[config.mk]
export PLATFORM = sky130hd
export DESIGN_NAME = calc_display_driver_flat
export DESIGN_NICKNAME = d
export VERILOG_FILES = /design/src/rtl/calc_display_driver_if.sv /design/src/rtl/calc_display_driver.sv /design/src/flat_wrapper.sv
export SDC_FILE = /design/constraint.sdc
export NUM_CORES = 1
export LEC_CHECK = 0
export CAP_MARGIN = 20
export CORE_ASPECT_RATIO = 1.4
export CORE_UTILIZATION = 58
export CTS_CLUSTER_SIZE = 25
export DETAILED_ROUTE_END_ITERATION = 10
export PLACE_DENSITY = 0.87
export SKIP_CTS_REPAIR_TIMING = 1
export SYNTH_ARGS = -nofsm -noshare
export SYNTH_HDL_FRONTEND = slang
export SYNTH_SLANG_ARGS = --single-unit
[constraint.sdc]
create_clock -name clock -period 3.3 [get_ports clock]
set_clock_uncertainty 0.2 [all_clocks]
set_input_delay 0.825 -clock clock [delete_from_list [all_inputs] [get_ports clock]]
set_output_delay 0.825 -clock clock [all_outputs]
set_load 0.02 [all_outputs]
[src/rtl/calc_display_driver_if.sv]
`default_nettype none
// ============================================================================
// Module   : calc_display_driver_if
// Brief    : Calculator output stream (status/pos/dig/clear) into the display.
// Revision : 1.0
// ============================================================================
interface calc_display_driver_if;
  logic [1:0] status;
  logic [3:0] pos;
  logic [3:0] dig;
  logic       clear;

  modport master (output status, pos, dig, clear);
  modport slave  (input  status, pos, dig, clear);
endinterface
`default_nettype wire

[src/rtl/calc_display_driver.sv]
`default_nettype none
// ============================================================================
// Module   : calc_display_driver
// Brief    : Buffers calculator digits and scans them onto an 8-digit 7-seg.
// Revision : 1.0
// ============================================================================
module calc_display_driver #(
  parameter int REFRESH_DIV = 50000
) (
  input  logic                        clock,
  input  logic                        reset,
  calc_display_driver_if.slave        calc,
  output logic [7:0]                  an,
  output logic [6:0]                  seg,
  output logic                        dp
);

  localparam int              c_PW   = (REFRESH_DIV > 1) ? $clog2(REFRESH_DIV) : 1;
  localparam logic [c_PW-1:0] c_LAST = c_PW'(REFRESH_DIV - 1);

  localparam logic [1:0] c_ERRO    = 2'd0;
  localparam logic [1:0] c_PRONTA  = 2'd1;
  localparam logic [1:0] c_OCUPADA = 2'd2;
  localparam logic [1:0] c_UNDEF   = 2'd3;

  localparam logic [6:0] c_SEG_E     = 7'h06;
  localparam logic [6:0] c_SEG_R     = 7'h2F;
  localparam logic [6:0] c_SEG_DASH  = 7'h3F;
  localparam logic [6:0] c_SEG_BLANK = 7'h7F;

  function automatic logic [6:0] f_digit(input logic [3:0] d);
    logic [6:0] s;
    s = c_SEG_BLANK;
    case (d)
      4'd0: s = 7'h40;
      4'd1: s = 7'h79;
      4'd2: s = 7'h24;
      4'd3: s = 7'h30;
      4'd4: s = 7'h19;
      4'd5: s = 7'h12;
      4'd6: s = 7'h02;
      4'd7: s = 7'h78;
      4'd8: s = 7'h00;
      4'd9: s = 7'h10;
      default: s = c_SEG_BLANK;
    endcase
    return s;
  endfunction

  logic [7:0][3:0] r_buf;
  logic [7:0]      r_valid;
  logic [1:0]      r_status_q;
  logic [c_PW-1:0] r_pcnt;
  logic [2:0]      r_sidx;

  logic            w_wr;
  logic            w_clr;
  logic            w_wrap;
  logic [7:0]      w_an;
  logic [6:0]      w_seg;
  logic            w_dp;

  assign w_wr   = (calc.pos < 4'd8) && (calc.dig < 4'd10);
  // Leaving the error state wipes whatever was captured before the error.
  assign w_clr  = calc.clear || ((r_status_q == c_ERRO) && (calc.status != c_ERRO));
  assign w_wrap = (r_pcnt == c_LAST);

  always_ff @(posedge clock or negedge reset) begin
    if (!reset) begin
      r_buf      <= '0;
      r_valid    <= '0;
      r_status_q <= c_PRONTA;
    end else begin
      r_status_q <= calc.status;
      if (w_clr) begin
        r_buf   <= '0;
        r_valid <= '0;
      end else if (w_wr) begin
        r_buf[calc.pos[2:0]]   <= calc.dig;
        r_valid[calc.pos[2:0]] <= 1'b1;
      end
    end
  end

  always_ff @(posedge clock or negedge reset) begin
    if (!reset) begin
      r_pcnt <= '0;
      r_sidx <= '0;
    end else if (w_wrap) begin
      r_pcnt <= '0;
      r_sidx <= r_sidx + 3'd1;
    end else begin
      r_pcnt <= r_pcnt + c_PW'(1);
    end
  end

  always_comb begin
    w_seg = c_SEG_BLANK;
    case (calc.status)
      c_PRONTA, c_OCUPADA: begin
        if (r_valid[r_sidx]) w_seg = f_digit(r_buf[r_sidx]);
      end
      c_ERRO: begin
        if (r_sidx == 3'd2)      w_seg = c_SEG_E;
        else if (r_sidx < 3'd2)  w_seg = c_SEG_R;
      end
      c_UNDEF: w_seg = c_SEG_DASH;
      default: w_seg = c_SEG_BLANK;
    endcase
    // First cycle of every slot is dark so the previous digit never ghosts.
    w_an = (r_pcnt == '0) ? 8'hFF : ~(8'd1 << r_sidx);
    w_dp = !((calc.status == c_OCUPADA) && (r_sidx == 3'd0));
  end

  always_ff @(posedge clock or negedge reset) begin
    if (!reset) begin
      an  <= 8'hFF;
      seg <= c_SEG_BLANK;
      dp  <= 1'b1;
    end else begin
      an  <= w_an;
      seg <= w_seg;
      dp  <= w_dp;
    end
  end

endmodule
`default_nettype wire

[src/flat_wrapper.sv]
// flat-port wrapper written by rule: the top's interface ports become plain ports
module calc_display_driver_flat 
#(
  parameter int REFRESH_DIV = 50000
)
  (clock, reset, an, seg, dp, calc_status, calc_pos, calc_dig, calc_clear);
  calc_display_driver_if calc_i ();
  input  logic clock;
  input  logic reset;
  output logic [7:0] an;
  output logic [6:0] seg;
  output logic dp;
  input wire logic [$bits(calc_i.status)-1:0] calc_status;
  input wire logic [$bits(calc_i.pos)-1:0] calc_pos;
  input wire logic [$bits(calc_i.dig)-1:0] calc_dig;
  input wire logic [$bits(calc_i.clear)-1:0] calc_clear;
  assign calc_i.status = calc_status;
  assign calc_i.pos = calc_pos;
  assign calc_i.dig = calc_dig;
  assign calc_i.clear = calc_clear;
  calc_display_driver #(.REFRESH_DIV(REFRESH_DIV)) u_core (.clock(clock), .reset(reset), .calc(calc_i), .an(an), .seg(seg), .dp(dp));
endmodule
==> results.py <==
metrics = {
    "layout": {
        "drive_above_1_share": 0.139,
        "final_nets": 385,
        "fill_cells": 440,
        "n_antenna_cell": 0,
        "area_growth_pct": 15.5,
        "final_util": 0.701,
        "design_area_um2": 4380,
        "ff_latch_area_um2": 1950,
        "multi_input_area_um2": 1700,
    },
    "route": {
        "drtIter0Drc": 189,
        "wire_per_inst_um": 16.7,
        "vias": 2473,
        "ant_nets": 0,
        "wl_um": 7220,
        "post_drt_via_cell_ratio": 5.72,
        "first_pass_iters": 4,
        "drc": 0,
    },
    "sta": {
        "slew_headroom": 0.550,
        "min_period_ns": 2.80,
        "tns_ns": 0,
        "hold_slack_ns": 0.284,
        "drv_slew": 0,
        "setup-violations-final": 0,
        "timing_hold_violations_final": 0,
        "tightest_slew_ns": 0.665,
        "period_share": 0.848,
        "grt_setup_unrepaired": "false",
        "fmax_ghz": 0.357,
    },
    "logic_synthesis": {
        "yosysSeqAreaShare": 0.514,
        "synthesis.area_um2": 3790,
        "syn_nets": 356,
        "yosysMostFrequentCell": "dfrtp_1",
        "synth_top_family_by_area": "multiplexers",
        "avgSynthCellArea_um2": 11.6,
        "synth-edff-count": 0,
        "synth.area.top_cells": "dfrtp_1, dfstp_2, mux2i_1, mux4_1, nor2_1",
        "yosys_warnings": 0,
        "synthMuxAreaShare": 0.172,
        "ys_seq_elements": 77,
        "synth_fa_ha_area_frac": 0.0528,
        "yosysTopAreaCell": "dfrtp_1",
        "synth-simple-area-share": 0.147,
        "synthArstFlopShare": 1.00,
        "yosysUniqueCellTypes": 45,
        "synthXorXnorAreaFrac": 0.0369,
        "synth_compound_area_frac": 0.0386,
        "ys.flop_type": "dfrtp_1",
        "synthTopCellsByCount": "dfrtp_1, nor2_1, mux2i_1, nand2_1, dfstp_2",
        "synth.top_cell.area_share": 0.396,
        "syn_inst": 327,
    },
    "global_route": {
        "grt_overflow": 0,
        "grt_max_degree": 51,
        "antenna_found_initial": 0,
        "grt_usage": 0.238,
        "grt_pass1_wl_um": 12400,
        "grt_pass1_vias": 2585,
    },
    "die": {
        "io_pins": 29,
        "rows": 34,
        "core-area_um2": 6250,
        "dieArea_um2": 6870,
        "fp.dieH_um": 97.7,
        "die_width_um": 70.4,
        "initial_core_util": 0.607,
    },
    "critical_path": {
        "cp.required_ns": 3.37,
        "r2r.worst_path.cells": 7,
        "crit_fanout": 9,
        "cp-end-kind": "flip-flop",
        "arrival_ns": 2.87,
        "startpoint_type": "flip-flop",
        "critPathKind": "flip-flop to flip-flop",
    },
    "placed_design": {
        "hpwlAfterDp_um": 5040,
        "place.gp.congestion": 0.866,
        "dpl-instance-area_um2": 4150,
        "io_buffers": 28,
    },
    "cts": {
        "numCtsBuffers": 9,
        "cts_tree": "done",
        "cts.clk_slew.worst_paths_ns": 0.08,
        "clkLatencyLatePin_ns": 0.34,
        "cts_buffer_depth": 2,
        "h-tree-depth": 3,
        "cts.sinks": 77,
        "root_buffer": "clkbuf_8",
    },
    "min_path": {
        "hold_path_class": "primary input to asynchronous set/reset pin",
    },
    "run_status": {
        "outcome": "finished, final reports clean",
    },
    "power_and_ir_drop": {
        "p_per_area_nw_per_um2": 444,
        "leakage_nw": 2.09,
        "max-vdd-ir-drop_uv": 361,
    },
    "flow_run": {
        "drv_cap": 0,
    },
}
-- registers in the layout, indices dropped and copies added (netlist names) --
name,cells
u_core.an,8
u_core.seg,7
u_core.r_sidx,3
u_core.dp,1
u_core.r_valid,8
u_core.r_buf,32
u_core.r_pcnt,16
u_core.r_status_q,2
-- logic make-up (layout without fill, tap and decap cells) --
family | count (synthesis) | count (layout)
fa+ha+maj | 16 | 16
xor+xnor | 16 | 16
mux | 47 | 47
buf+inv | 32 | 65
compound gates | 25 | 25
flops | 77 | 77
simple gates | 114 | 114
-- where the power goes --
group | switching (mW) | internal [mW] | total (mW)
Clock | 0.341 | 0.499 | 0.840
Combinational | 0.0785 | 0.0553 | 0.134
Sequential | 0.00573 | 0.964 | 0.970
Total | 0.425 | 1.52 | 1.94
-- area by class of cell --
cell class,count,area share
sequential,77,0.445
multi-input combinational,218,0.387
timing repair buffer,35,0.0805
clock buffer,9,0.0283
clock inverter,6,0.0257
tap,72,0.0206
inverter,15,0.0128
-- final timing paths --
check,slack [ns],startpoint,endpoint
min,0.28,reset,u_core.r_pcnt[5]
max reg2reg,0.50,u_core.r_sidx[0],u_core.seg[6]
max,0.50,u_core.r_sidx[0],u_core.seg[6]
min reg2reg,0.29,u_core.r_valid[6],u_core.r_valid[6]
max in group asynchronous,1.95,reset,u_core.r_buf[6]
min in group clock,0.29,u_core.r_valid[6],u_core.r_valid[6]
-- cells in the final DEF (no fill, tap or decap), types with 7 or more instances in the layout --
| master | instances |
|---|---|
| a21oi_1 | 10 |
| nand3_1 | 8 |
| clkdlybuf4s50_1 | 27 |
| nor2_1 | 58 |
| inv_1 | 14 |
| nand2_1 | 19 |
| xnor2_1 | 7 |
| dfstp_2 | 17 |
| ha_1 | 16 |
| mux2i_1 | 35 |
| xor2_1 | 9 |
| mux4_1 | 9 |
| clkbuf_8 | 9 |
| dfrtp_1 | 60 |
-- worst max-delay path, stage by stage (launching register included) --
cell and delay (ns):
dfrtp_1 0.66, mux4_1 0.65, mux2i_1 0.41, inv_1 0.14, ha_1 0.25, nor2_1 0.13
a22oi_1 0.09, o21a_1 0.19
-- per-stage QoR --
step / setup WS, ns / std cells / power [mW]
floorplan: 0.799 / 327 / 1.06
global placement: 0.382 / 417 / 1.12
detailed placement: 0.323 / 417 / 1.12
CTS: 0.543 / 432 / 1.96
global route: 0.359 / 432 / 2.02
finish: 0.502 / 432 / 1.94
-- per-layer routing --
layer  track usage  vias to the layer above  wire (µm)
li1              -                     1173          -
met1         0.283                     1216       2900
met2         0.400                       68       3890
met3        0.0643                       16        252
met4         0.105                        0        174
met5             0                        -          0
Note: power is estimated with default switching activity, not from simulation.
